===== config.mk =====
export PLATFORM = sky130hd
export DESIGN_NAME = sl_receiver
export DESIGN_NICKNAME = d
export VERILOG_FILES = /design/src/rtl/sl_receiver.sv
export SDC_FILE = /design/constraint.sdc
export NUM_CORES = 1
export LEC_CHECK = 0
export CORE_MARGIN = 2
export CORE_UTILIZATION = 55
export DETAILED_ROUTE_END_ITERATION = 6
export PLACE_DENSITY = 0.8
export SLEW_MARGIN = 20
export SYNTH_ARGS = -nofsm -noshare
export SYNTH_HDL_FRONTEND = slang
export SYNTH_SLANG_ARGS = --single-unit

===== constraint.sdc =====
create_clock -name clk -period 3.45 [get_ports clk]
set_input_delay 0.8625 -clock clk [delete_from_list [all_inputs] [get_ports clk]]
set_output_delay 0.8625 -clock clk [all_outputs]
set_load 0.01 [all_outputs]

===== src/rtl/sl_receiver.sv =====
// sl_receiver: two-wire SL serial word receiver with odd parity,
// length and inter-bit gap checking, sticky status and config readback.
module sl_receiver (
    input  logic        clk,
    input  logic        rst_n,
    input  logic        sl0,
    input  logic        sl1,
    input  logic [9:0]  wr_config_w,
    input  logic        wr_config_enable,
    output logic [9:0]  r_config_w,
    input  logic        rd_data,
    output logic [31:0] data_out,
    output logic        data_valid,
    output logic        word_in_process,
    output logic [5:0]  bit_count,
    output logic [3:0]  status,
    output logic        status_changed
);

    localparam logic [1:0] ST_IDLE = 2'd0;
    localparam logic [1:0] ST_BIT  = 2'd1;
    localparam logic [1:0] ST_STOP = 2'd2;

    logic [1:0]  sync1_q, sync2_q, line;
    logic [1:0]  state_q, state_d;
    logic        bitval_q, bitval_d;
    logic [32:0] shreg_q, shreg_d;
    logic [5:0]  bcnt_q, bcnt_d;
    logic        wip_q, wip_d;
    logic        dv_q, dv_d;
    logic [31:0] dout_q, dout_d;
    logic [3:0]  status_q, status_d;
    logic [5:0]  len_q, len_d;
    logic [2:0]  fm_q, fm_d;
    logic [11:0] gap_q, gap_d;
    logic [11:0] gap_lim;
    logic [2:0]  fm_sh;
    logic [5:0]  prev_q;
    logic        sc_q;
    logic        good;
    logic        cfg_ok;
    logic        unused_rsvd;

    assign unused_rsvd = wr_config_w[6];
    assign line        = sync2_q;
    assign fm_sh       = (fm_q > 3'd5) ? 3'd5 : fm_q;
    assign gap_lim     = 12'd64 << fm_sh;
    assign cfg_ok      = (wr_config_w[5:0] >= 6'd8) &&
                         (wr_config_w[5:0] <= 6'd32);

    always_comb begin
        state_d  = state_q;
        bitval_d = bitval_q;
        shreg_d  = shreg_q;
        bcnt_d   = bcnt_q;
        wip_d    = wip_q;
        dv_d     = dv_q;
        dout_d   = dout_q;
        status_d = status_q;
        len_d    = len_q;
        fm_d     = fm_q;
        gap_d    = '0;
        good     = 1'b0;
        if (rd_data) dv_d = 1'b0;
        case (state_q)
            ST_IDLE: begin
                if (line == 2'b00) begin
                    state_d = ST_STOP;
                    wip_d   = 1'b0;
                    if (wip_q) begin
                        if ({1'b0, bcnt_q} != ({1'b0, len_q} + 7'd1))
                            status_d[0] = 1'b1;
                        else if (!(^shreg_q))
                            status_d[1] = 1'b1;
                        else
                            good = 1'b1;
                    end
                end else if (line != 2'b11) begin
                    state_d  = ST_BIT;
                    bitval_d = ~line[1];
                end else if (wip_q) begin
                    if (gap_q == gap_lim - 12'd1) begin
                        status_d[0] = 1'b1;
                        wip_d       = 1'b0;
                    end else begin
                        gap_d = gap_q + 12'd1;
                    end
                end
            end
            ST_BIT: begin
                if (line == 2'b11) begin
                    state_d = ST_IDLE;
                    if (wip_q) begin
                        shreg_d = {shreg_q[31:0], bitval_q};
                        bcnt_d  = (bcnt_q == 6'd63) ? 6'd63 : bcnt_q + 6'd1;
                    end else begin
                        wip_d   = 1'b1;
                        shreg_d = {32'd0, bitval_q};
                        bcnt_d  = 6'd1;
                    end
                end else if (line != {~bitval_q, bitval_q}) begin
                    // Illegal transition: drop the word, resync on idle.
                    status_d[2] = 1'b1;
                    wip_d       = 1'b0;
                    state_d     = ST_STOP;
                end
            end
            ST_STOP: begin
                if (line == 2'b11) state_d = ST_IDLE;
            end
            default: state_d = ST_IDLE;
        endcase
        if (good && !wr_config_enable) begin
            if (!dv_q || rd_data) begin
                dout_d = shreg_q[32:1];
                dv_d   = 1'b1;
            end else begin
                status_d[3] = 1'b1;
            end
        end
        if (wr_config_enable) begin
            status_d = '0;
            wip_d    = 1'b0;
            gap_d    = '0;
            state_d  = (line == 2'b11) ? ST_IDLE : ST_STOP;
            if (cfg_ok) begin
                len_d = wr_config_w[5:0];
                fm_d  = wr_config_w[9:7];
            end
        end
    end

    always_ff @(posedge clk or negedge rst_n) begin
        if (!rst_n) begin
            sync1_q  <= 2'b11;
            sync2_q  <= 2'b11;
            state_q  <= ST_IDLE;
            bitval_q <= 1'b0;
            shreg_q  <= '0;
            bcnt_q   <= '0;
            wip_q    <= 1'b0;
            dv_q     <= 1'b0;
            dout_q   <= '0;
            status_q <= '0;
            len_q    <= 6'd32;
            fm_q     <= '0;
            gap_q    <= '0;
            prev_q   <= '0;
            sc_q     <= 1'b0;
        end else begin
            sync1_q  <= {sl1, sl0};
            sync2_q  <= sync1_q;
            state_q  <= state_d;
            bitval_q <= bitval_d;
            shreg_q  <= shreg_d;
            bcnt_q   <= bcnt_d;
            wip_q    <= wip_d;
            dv_q     <= dv_d;
            dout_q   <= dout_d;
            status_q <= status_d;
            len_q    <= len_d;
            fm_q     <= fm_d;
            gap_q    <= gap_d;
            prev_q   <= {dv_q, wip_q, status_q};
            sc_q     <= ({dv_q, wip_q, status_q} != prev_q);
        end
    end

    assign r_config_w      = {fm_q, 1'b0, len_q};
    assign data_out        = dout_q;
    assign data_valid      = dv_q;
    assign word_in_process = wip_q;
    assign bit_count       = bcnt_q;
    assign status          = status_q;
    assign status_changed  = sc_q;

endmodule


==> metrics.cfg <==
[clock_network]
cts_setup_buffers = 0
htreeDepth = 3
root_buffer = clkbuf_8
cts_tree = yes
ctsResizeCount = 0
clock_path_buffers = 2
cts_buffers = 9
path_clk_slew_ps = 110
insertion_delay_ps = 380
ctsHoldBuffers = 0
clock-sinks = 112

[drt]
wl_microns = 9980
vias_per_cell = 5.54
dr_total_vias = 3647
drtIter0Drc = 165
remaining_drc_errors = 0
drtPass1Iterations = 5
ant_nets = 0
wl_per_cell_microns = 15.2

[synth]
synth_top_family_by_area = simple AND/OR/NAND/NOR gates
synth-edff-count = 0
yosysSeqAreaShare = 0.545
synth_cells = 477
synth_top_cells_by_count = dfrtp_1 (107), nand2_1 (87), nand3_1 (40)
synth_flop_cell = dfrtp_1
synth_compound_area_frac = 0.0559
synth_simple_gate_area_share = 0.163
ys_types = 46
synth_area_sq_um = 5150
synthMuxAreaShare = 0.0918
yosys_warnings = 0
synth_fa_ha_area_frac = 0.0146
synth_area_per_cell_sq_um = 10.8
synth.largest_area_cell = dfrtp_1
yosys.area.top_type_share = 0.520
synth_most_common_cell = dfrtp_1
synthTopCellsByArea = dfrtp_1 (52%), mux2_2 (8.1%), nand2_1 (6.3%)
synth_seq_cells = 112
postSynth.asyncResetShare = 1.00
syn-num-nets = 499
synth_xor_area_frac = 0.101

[setup_path]
crit_type = input pin to register
path_buf_inv = 2
start_kind = input pin
cp_top_family = simple AND/OR/NAND/NOR gates
critPathMaxFanout = 32
cp.required_ps = 3720
endpoint_kind = register
crit_path_top_delay_cell = nor4b_1
cp_slowest_stage_delay_ps = 450
crit_chain = clkdlybuf4s50_1 > nor4b_1 > nand2_1 > nor3_1 > nand4bb_1 > mux2i_4 > buf_12 > mux2_2
cp_data_arrival_time_ps = 3170

[grt]
antenna_found_initial = 0
grt_overflow = 0
grt_pass1_vias = 3639
grt_max_degree = 66
gr-usage-all-layers = 0.218
grt_pass1_wl_microns = 17300

[sta]
fin_crit_sh = 0.843
final-hold-violation-count = 0
slew_headroom = 0.380
max_freq_mhz = 344
setup_tns_ps = 0
worst_slew_pin_slew_ps = 930
finalMaxSlewViolations = 0
clock_skew_ps = 15.1
setup_viol = 0
period_minus_slack_ps = 2910
setup_slack_ps = 543
rsz0062_at_grt = no
holdWs_ps = 364

[floorplan]
die_h_microns = 101
die_area_sq_um = 10200
start_util = 0.563
rows = 35
die-width_microns = 101
coreArea_sq_um = 9150
num_io_pins = 71

[flow_run]
maxCapViolations = 0

[place]
port_buffers = 68
dp_hpwl_microns = 6880
preCtsSetupSlack_ps = 162
gp_congestion = 0.820

[pwr]
total_power_uw = 2440
leakagePower_uw = 0.00287
irDropWorstVdd_mv = 0.228
cellPowerDensity_nw_per_um2 = 397

[cells_and_area]
diodes = 0
multiInputGateArea_sq_um = 2200
drive_gt1_frac = 0.130
fillers = 710
nets = 564
area_growth_pct = 19.3
seq_area_sq_um = 2810

[status]
status = finished clean

[hold_path]
min_path_type = register to register

cell usage in the layout, fill, tap and decap left out, types with 7 or more instances in the layout:
master	synthesis	final
nand2_1	87	86
o21ai_0	11	11
xnor2_1	37	37
and3_1	7	7
mux2_2	37	37
nand3_1	40	40
inv_1	10	10
dfrtp_1	107	107
clkbuf_8	0	9
nor2_1	25	25
a21oi_1	15	15
xor2_1	17	17
clkdlybuf4s50_1	0	67
layout make-up:
class | instances | share of cell area
inverter | 10 | 0.00611
timing repair buffer | 75 | 0.123
sequential | 112 | 0.457
tap | 111 | 0.0226
multi-input combinational | 334 | 0.358
clock buffer | 9 | 0.0202
clock inverter | 7 | 0.0126
worst reg2reg max path: stages, from the launching register on:
cell       delay [ps]
dfrtp_1           470
ha_1              310
or3b_1            370
a211o_1           300
a32oi_2           310
nand4bb_1         200
mux2i_4           210
buf_12            230
mux2_2            360
registers in the layout (all words and copies together), names as in the netlist:
name and flops:
bit_count 6, len_q 6, gap_q 12, data_valid 1, status_changed 1, fm_q 3
line 2, shreg_q 33, state_q 2, word_in_process 1, prev_q 6, bitval_q 1
data_out 32, sync1_q 2, status 4
through the flow:
stage	util	cells	cell area [sq um]
CTS	0.671	658	6140
global route	0.671	658	6140
detailed placement	0.649	642	5940
floorplan	-	477	5150
finish	0.671	658	6140
global placement	0.649	642	5940
power breakdown:
part / internal [uW] / leakage, uW / total, uW / switching [uW]
Combinational: 134 / 0.00124 / 263 / 130
Sequential: 1350 / 0.00152 / 1400 / 49.9
Clock: 287 / 0.000103 / 776 / 489
kinds of logic (layout without fill, tap and decap cells):
kind of cell,Yosys count,in the layout
and+or+nand+nor,185,185
DFF,112,112
xor gates and xnor gates,56,56
AOI/OAI and AO/OA,45,45
muxes,41,41
buffers and inverters,31,101
adders and majority gates,6,6
other,1,1
routing by layer:
| metal | GRT usage | up-vias | wire length [microns] |
|---|---|---|---|
| met3 | 0.0437 | 17 | 468 |
| met1 | 0.289 | 1794 | 4320 |
| met5 | 0 | - | 0 |
| met2 | 0.357 | 97 | 4960 |
| li1 | - | 1739 | - |
| met4 | 0.0811 | 0 | 219 |
path summary, 6_finish.rpt:
kind	cells past startpoint	from	to	slack, ps
setup / recovery	8	wr_config_enable	data_out[8]	540
max in group asynchronous	2	rst_n	len_q[5]	2130
hold / removal	0	sync1_q[0]	line[0]	360
setup reg to reg	8	len_q[0]	data_out[8]	580
hold reg to reg	0	sync1_q[0]	line[0]	360
min in group asynchronous	1	rst_n	data_out[5]	550
No activity file was read; power rests on OpenSTA's default activity.
==> RTL edit: new RTL, same flow settings <==
Register the output `data_out` once more; this adds one clock of latency there. The other outputs are not delayed to match.
--- a/src/rtl/sl_receiver.sv
+++ b/src/rtl/sl_receiver.sv
@@ -169,3 +169,5 @@
     assign r_config_w      = {fm_q, 1'b0, len_q};
-    assign data_out        = dout_q;
+    always_ff @(posedge clk) begin
+        data_out <= dout_q;
+    end
     assign data_valid      = dv_q;
Behaviour: same outputs for any inputs over 10 cycles, from zero or initial values and one cycle with rst_n low; that may be too few to reach the edited logic, so the function may still have changed.
==> RTL edit against the original RTL <==
Total power rose by 49%; sequential cell count is 32 higher; routed wire length up 10%; design area rose by 18%; fmax is 2.1% lower; worst setup slack got worse by 63 ps; area after synthesis grew 15%; synthesized cell count grew 7.1%; critical endpoint is now dout_q[24]; largest power group unchanged.
==> RTL edit: results (changes against the original RTL) <==
| Metric | Value |
|---|---|
| Power, Total | `3.63 mW (+49%)` |
| Hold_sp | `sync1_q[1]` |
| Crit path from | `len_q[0]` |
| Async SR Flop Fraction | `77.8% (-22 points)` |
| Post-synthesis sequential area ratio | `58.3% (+3.8 points)` |
| # clk buffers | `19 (+10)` |
| Post-DP HPWL | `6960 um (+1.2%)` |
| Routed WL | `11000 um (+10%)` |
| Pre-CTS WS | `318 ps (+156 ps)` |
| Final net count | `601 (+6.6%)` |
| Hold Path End | `line[1]` |
| Clock power frac | `44.0% (+12 points)` |
| Avg Cell Area, Syn | `11.6 um^2 (+7.2%)` |
| Seq. cell area | `3450 um^2 (+23%)` |
| VDD IR max | `266 uV (+16%)` |
| Slew headroom | `46.5% (+8.6 points)` |
| Syn Nets | `533 (+6.8%)` |
| Seq pwr share | `48.8% (-8.6 points)` |
| Finished Layout Cells | `728 (+11%)` |
| Reg2reg end | `dout_q[24]` |
| Synth Register Bits | `144 (+29%)` |
| Status | `completed` |
| Post-synth top cells | `dfrtp_1 (107), nand2_1 (82), nand3_1 (41), xnor2_1 (38), dfxtp_1 (32)` |
| Critical path type | `flip-flop to flip-flop` |
| Grt met3 use | `6.54% (+2.2 points)` |
| Share of layout cells above drive strength 1 | `14.5% (+1.5 points)` |
| Non-clk invs | `9 (-1)` |
| Slowest CP cell | `mux2_4` |
| Via count | `3899 (+6.9%)` |
| Largest cells by area after synthesis | `dfrtp_1 (45%), dfxtp_1 (11%), mux2_4 (7.9%)` |
| Area occupied by multi-input gates | `2330 um^2 (+5.7%)` |
| Fmax | `337 MHz (-2.1%)` |
| Setup Skew | `6.64 ps (-8.44 ps)` |
| Lkg Pwr | `3.39 nW (+18%)` |
| Vias in the first global route | `3838 (+5.5%)` |
| Metal-1 WL | `4800 um (+11%)` |
| Placed cells | `696 (+8.4%)` |
==> RTL edit: changes by cell type after synthesis, sizes merged, moves of 2 or more <==
| cell | before | now |
|---|---|---|
| dfxtp | 0 | 32 |
| nand2 | 87 | 82 |
| o21ai | 11 | 14 |
| a22oi | 2 | 0 |
| nor2b | 3 | 5 |
| o211ai | 4 | 2 |
==> RTL edit: worst max-delay path, delay by kind of cell (launching register included) <==
kind,cells,cell delay [ps]
AOI/OAI and AO/OA,2,650
adders and majority gates,1,310
DFF,1,450
muxes,2,900
and+or+nand+nor,2,510
==> RTL edit: metrics by stage <==
stage          instance area [um^2]  util [%]
2_1_floorplan                  5910         -
3_3_place_gp                   6690      64.5
3_5_place_dp                   6690      64.5
4_1_cts                        7210      69.6
5_1_grt                        7220      69.7
6_report                       7220      69.7
==> RTL edit: kinds of logic after synthesis <==
family,share of synthesized area (%)
simple gates,14.4
flops,58.3
compound gates,4.95
fa+ha+maj,1.27
mux,9.77
xor+xnor,8.76
other cells,0.0634
buf+inv,2.50
